## src/rtl/ctnr_down_timer_if.sv

```systemverilog
// Host-side bus of the down-counting timer: load/tick/snapshot controls and count/status returns.
// CTNR_PRESCALE_EN adds the PSC prescale-divisor field.
interface ctnr_down_timer_if #(
    parameter int WIDTH = 16
`ifdef CTNR_PRESCALE_EN
    , parameter int PSW = 4
`endif
);
    logic             LD;
    logic [WIDTH-1:0] D;
    logic             MODE;
    logic             ENAB;
    logic             RDLAT;
    logic             IRQACK;
`ifdef CTNR_PRESCALE_EN
    logic [PSW-1:0]   PSC;
`endif
    logic [WIDTH-1:0] Q;
    logic [WIDTH-1:0] LATQ;
    logic             TC;
    logic             IRQ;
    logic             RUN;

    modport master (
        output LD, D, MODE, ENAB, RDLAT, IRQACK,
        input  Q, LATQ, TC, IRQ, RUN
`ifdef CTNR_PRESCALE_EN
        , output PSC
`endif
    );

    modport slave (
        input  LD, D, MODE, ENAB, RDLAT, IRQACK,
        output Q, LATQ, TC, IRQ, RUN
`ifdef CTNR_PRESCALE_EN
        , input PSC
`endif
    );
endinterface

```

## src/rtl/ctnr_down_timer.sv

```systemverilog
// Loadable down-counting timer with one-shot/auto-reload, sticky IRQ and a snapshot latch.
// Optional ENAB prescaler is compiled in with CTNR_PRESCALE_EN.
module ctnr_down_timer #(
    parameter int WIDTH = 16
`ifdef CTNR_PRESCALE_EN
    , parameter int PSW = 4
`endif
) (
    input  logic                 MasterClock,
    input  logic                 RESETL,
    ctnr_down_timer_if.slave     bus
);

    typedef enum logic {
        IDLE  = 1'b0,
        ARMED = 1'b1
    } state_t;

    state_t           r_state;
    logic [WIDTH-1:0] r_q;
    logic [WIDTH-1:0] r_reload;
    logic [WIDTH-1:0] r_latq;
    logic             r_tc;
    logic             r_irq;
    logic             r_run;

    logic             w_tick;
    logic             w_terminal;

`ifdef CTNR_PRESCALE_EN
    logic [PSW-1:0]   r_psc;
    logic [PSW-1:0]   r_pscCount;
    logic             w_pscWrap;

    assign w_pscWrap = (r_pscCount == r_psc);
    assign w_tick    = bus.ENAB && w_pscWrap;

    // Counts ENAB pulses only while armed; a load restarts the divide sequence.
    always_ff @(posedge MasterClock or negedge RESETL) begin
        if (!RESETL) begin
            r_psc      <= '0;
            r_pscCount <= '0;
        end else if (bus.LD) begin
            r_psc      <= bus.PSC;
            r_pscCount <= '0;
        end else if (r_state == ARMED && bus.ENAB) begin
            r_pscCount <= w_pscWrap ? '0 : r_pscCount + PSW'(1);
        end
    end
`else
    assign w_tick = bus.ENAB;
`endif

    // Load takes priority, so a tick (and its terminal count) in a load cycle is discarded.
    assign w_terminal = !bus.LD && (r_state == ARMED) && w_tick && (r_q <= WIDTH'(1));

    always_ff @(posedge MasterClock or negedge RESETL) begin
        if (!RESETL) begin
            r_state  <= IDLE;
            r_q      <= '0;
            r_reload <= '0;
            r_latq   <= '0;
            r_tc     <= 1'b0;
            r_irq    <= 1'b0;
            r_run    <= 1'b0;
        end else begin
            r_tc <= w_terminal;
            if (bus.RDLAT) begin
                r_latq <= r_q;
            end
            if (bus.LD) begin
                r_reload <= bus.D;
                r_q      <= bus.D;
                if (bus.D != '0) begin
                    r_state <= ARMED;
                    r_run   <= 1'b1;
                end else begin
                    r_state <= IDLE;
                    r_run   <= 1'b0;
                end
            end else if (r_state == ARMED && w_tick) begin
                if (!w_terminal) begin
                    r_q <= r_q - WIDTH'(1);
                end else if (bus.MODE) begin
                    r_q <= r_reload;
                end else begin
                    r_q     <= '0;
                    r_state <= IDLE;
                    r_run   <= 1'b0;
                end
            end
            // A terminal count outranks a same-edge acknowledge.
            if (w_terminal) begin
                r_irq <= 1'b1;
            end else if (bus.IRQACK) begin
                r_irq <= 1'b0;
            end
        end
    end

    assign bus.Q    = r_q;
    assign bus.LATQ = r_latq;
    assign bus.TC   = r_tc;
    assign bus.IRQ  = r_irq;
    assign bus.RUN  = r_run;

endmodule

```

## src/flat_wrapper.sv

```systemverilog
// flat-port wrapper written by rule: the top's interface ports become plain ports
module ctnr_down_timer_flat 
#(
    parameter int WIDTH = 16

)
  (MasterClock, RESETL, bus_LD, bus_D, bus_MODE, bus_ENAB, bus_RDLAT, bus_IRQACK, bus_Q, bus_LATQ, bus_TC, bus_IRQ, bus_RUN);
  ctnr_down_timer_if #(.WIDTH(WIDTH)) bus_i ();
  input  logic MasterClock;
  input  logic RESETL;
  input wire logic [$bits(bus_i.LD)-1:0] bus_LD;
  input wire logic [$bits(bus_i.D)-1:0] bus_D;
  input wire logic [$bits(bus_i.MODE)-1:0] bus_MODE;
  input wire logic [$bits(bus_i.ENAB)-1:0] bus_ENAB;
  input wire logic [$bits(bus_i.RDLAT)-1:0] bus_RDLAT;
  input wire logic [$bits(bus_i.IRQACK)-1:0] bus_IRQACK;
  output wire logic [$bits(bus_i.Q)-1:0] bus_Q;
  output wire logic [$bits(bus_i.LATQ)-1:0] bus_LATQ;
  output wire logic [$bits(bus_i.TC)-1:0] bus_TC;
  output wire logic [$bits(bus_i.IRQ)-1:0] bus_IRQ;
  output wire logic [$bits(bus_i.RUN)-1:0] bus_RUN;
  assign bus_i.LD = bus_LD;
  assign bus_i.D = bus_D;
  assign bus_i.MODE = bus_MODE;
  assign bus_i.ENAB = bus_ENAB;
  assign bus_i.RDLAT = bus_RDLAT;
  assign bus_i.IRQACK = bus_IRQACK;
  assign bus_Q = bus_i.Q;
  assign bus_LATQ = bus_i.LATQ;
  assign bus_TC = bus_i.TC;
  assign bus_IRQ = bus_i.IRQ;
  assign bus_RUN = bus_i.RUN;
  ctnr_down_timer #(.WIDTH(WIDTH)) u_core (.MasterClock(MasterClock), .RESETL(RESETL), .bus(bus_i));
endmodule
```

## config.mk

```make
export PLATFORM = sky130hd
export DESIGN_NAME = ctnr_down_timer_flat
export DESIGN_NICKNAME = d
export VERILOG_FILES = /design/src/rtl/ctnr_down_timer_if.sv /design/src/rtl/ctnr_down_timer.sv /design/src/flat_wrapper.sv
export SDC_FILE = /design/constraint.sdc
export NUM_CORES = 1
export LEC_CHECK = 0
export ABC_AREA = 1
export BUFFER_PORTS_ARGS = -buffer_cell sky130_fd_sc_hd__clkbuf_2
export CORE_ASPECT_RATIO = 1.4
export CORE_UTILIZATION = 59
export DETAILED_ROUTE_END_ITERATION = 7
export HOLD_SLACK_MARGIN = 0.05
export PLACE_DENSITY = 0.85
export SYNTH_ARGS = -nofsm -noshare
export SYNTH_HDL_FRONTEND = slang
export SYNTH_SLANG_ARGS = --single-unit
```

## constraint.sdc

```tcl
create_clock -name MasterClock -period 3.1 [get_ports MasterClock]
set_input_delay 0.93 -clock MasterClock [delete_from_list [all_inputs] [get_ports MasterClock]]
set_output_delay 0.93 -clock MasterClock [all_outputs]
set_load 0.02 [all_outputs]
```

==> out/results.tsv <==
metric	value	unit
post-synth top area cell	dfrtp_1	
dpl hpwl	5048	um
Num CTS Buffers	5	
row count	29	
Worst Path Class, Setup	input pin to flop	
Worst Path Arrival	2.43	ns
async set-reset flop share out of synthesis	100.0	%
post-route setup slack	0.9275	ns
Period minus WS final	2.173	ns
status	finished, final reports clean	
total gr overflow	0	
Starting Density	62.29	%
pin count of the biggest net entering global routing	32	
# diodes	0	
first-pass GRT wire length	11810	um
unrepaired setup endpoints after global routing	no	
Crit. End Element	flop	
Post-CTS Setup Repair Bufs	0	
via count	2656	
layout cells sized above 1	22.68	%
Final ANT Viol Nets	0	
power density over the cells	504.3	mW/mm2
Initial DRT Pass Iterations	4	
final wirelength	6877	um
Syn Inst Count	385	
DR vias/cell	5.280	
Synth Register Bits	51	
Die H	84.53	um
Cell Count, Final, Fillers Out	503	
Final Power	1651	uW
worst path required time	3.36	ns
Die ar.	0.005152	mm2
Seq/Total Area, Yosys	44.46	%
worst slack, placed	0.6254	ns
final setup fails	0	
Clock Latency Late Sink	0.31	ns
Distinct cells, synth	29	
Clock Skews	0.009564	ns
Die X	60.95	um
min-delay worst type	flop to flop	
CTS sink cnt	51	
DRT iter0 DRCs	174	
# H-tree levels	2	
area delta synth->final	14.04	%
routed len/inst	13.67	um
syn avg cell area	7.455	um2
Max IR drop VDD	0.3265	mV
cts hold-fix bufs	0	
nature of the critical path startpoint	input pin	
DP Area	0.003188	mm2
Max Cap Viol	0	
core area	0.004608	mm2
initial antenna violation count	0	
Post-synth top flop	dfrtp_1	
Fin. Hold Viols	0	
Max Fanout on Critical Path	18	
# IOs	58	
post-synth net total	410	
Finished Cell Area	0.003273	mm2
vias in the first global route	2623	
warnings from Yosys	0	
Total Nets Final	465	
fillers	399	
Final TNS setup	0	ns
R2R setup slack	1.10	ns
measured slew at the worst slew-check pin	0.5263	ns
Final Cycle Share	70.08	%
ranking of synthesized cells by area	dfrtp_1 44%, nand2_1 16%, inv_1 6.7%	
clock tree buffer depth	2	
Inst Count DP	495	
EDFF count, synth	0	
drc violations	0	
PortBufs	57	
synthesized cell area	0.002870	mm2
post-cts sizing count	0	
Root Driver	clkbuf_8	
Max transition margin	64.92	%
routability congestion estimate	0.8861	
Yosys top cell area share	44.46	%
clock transition at the registers of the reported paths	0.10	ns
fmax	460.3	MHz
Slew Limit Fails	0	
leak pwr	0.001780	uW
CTS tree	yes	
GRT Resource Usage Total	30.36	%
cells in the mapped netlist, drive strengths merged, types with 4 or more instances:
cell type,instances
o21ai,11
dfrtp,51
a21oi,16
inv,55
nand2,128
o22ai,7
nand3,25
xor2,5
nor2,59
clkbuf,6
buf,5
nand4,4
per-stage QoR:
stage	hold slack [ns]	utilization [%]
global route	0.4939	71.03
global placement	0.4487	69.18
CTS	0.4763	71.03
floorplan	0.4364	-
detailed placement	0.4544	69.18
finish	0.4744	71.03
critical path, cell delays in order:
cell      delay [ns]
clkbuf_2        0.23
nor2_1          0.18
nand2_1         0.09
nor2_2          0.12
nand3_2         0.31
nor2_2          0.28
nand2_1         0.10
nand2_1         0.07
nand2_1         0.04
nand2_1         0.08
layer usage:
metal  vias up  wire [um]  GRT usage [%]
met1      1230       2881          39.82
li1       1298          -              -
met4         0        171          12.40
met3        19        448          4.931
met5         -          0              0
met2       109       3376          49.05
cells in the final DEF, fill, tap and decap left out:
cell type | synthesis | routed
clkbuf_1 | 6 | 1
inv_1 | 51 | 51
clkbuf_2 | 0 | 57
clkinv_1 | 1 | 1
buf_4 | 0 | 2
a21oi_1 | 16 | 16
o21ai_0 | 11 | 11
nand2_4 | 2 | 2
nor4_1 | 3 | 3
clkbuf_8 | 0 | 5
nand2_1 | 121 | 121
nand3_1 | 19 | 19
o21a_1 | 1 | 1
nor2_4 | 6 | 6
mux2_2 | 2 | 2
nor3_1 | 1 | 1
nand2_2 | 5 | 5
nor2_2 | 8 | 8
xnor2_1 | 1 | 1
clkinv_2 | 0 | 1
nand3_2 | 5 | 5
ha_1 | 2 | 2
nor2_1 | 44 | 44
xor2_1 | 5 | 5
clkinvlp_4 | 0 | 1
inv_2 | 4 | 4
o22ai_1 | 7 | 7
nor2_8 | 1 | 1
nand3_4 | 1 | 1
nand4_1 | 4 | 4
o211ai_1 | 2 | 2
dfrtp_1 | 51 | 51
cell type report:
cell class,count,area [um2],area share [%]
multi-input cells,267,1324,40.44
clock buffers,6,72.57,2.217
inverters,56,210.2,6.422
flip-flops and latches,51,1276,38.99
well taps,62,77.57,2.370
repair buffers,59,300.3,9.174
clock inverters,2,12.51,0.3823
sequential cells by signal, summed over array words and instances (netlist names):
name,flops
u_core.bus.Q,16
u_core.bus.RUN,1
u_core.bus.LATQ,16
u_core.bus.IRQ,1
u_core.r_reload,16
u_core.bus.TC,1
final timing paths:
check | start | to | depth (start not counted)
setup / recovery | bus_LD | u_core.bus.Q[4] | 10
hold / removal | u_core.r_reload[12] | u_core.r_reload[12] | 2
setup reg to reg | u_core.bus.Q[0] | u_core.bus.Q[4] | 10
hold reg to reg | u_core.r_reload[12] | u_core.r_reload[12] | 2
max in group asynchronous | RESETL | u_core.bus.LATQ[10] | 2
min in group asynchronous | RESETL | u_core.bus.Q[1] | 1
report_power, final:
group / switching (uW) / total [uW] / internal (uW)
clock: 224 / 382 / 158
combinational: 304 / 453 / 148
sequential: 73.7 / 816 / 743
kinds of logic after synthesis:
| group | Yosys count | synth area share [%] |
|---|---|---|
| mux | 2 | 0.7846 |
| fa+ha+maj | 2 | 0.8717 |
| flops | 51 | 44.46 |
| buf+inv | 67 | 9.415 |
| compound gates | 37 | 7.018 |
| simple gates | 220 | 35.61 |
| xor+xnor | 6 | 1.831 |
Power figures use the tool's default switching activity.
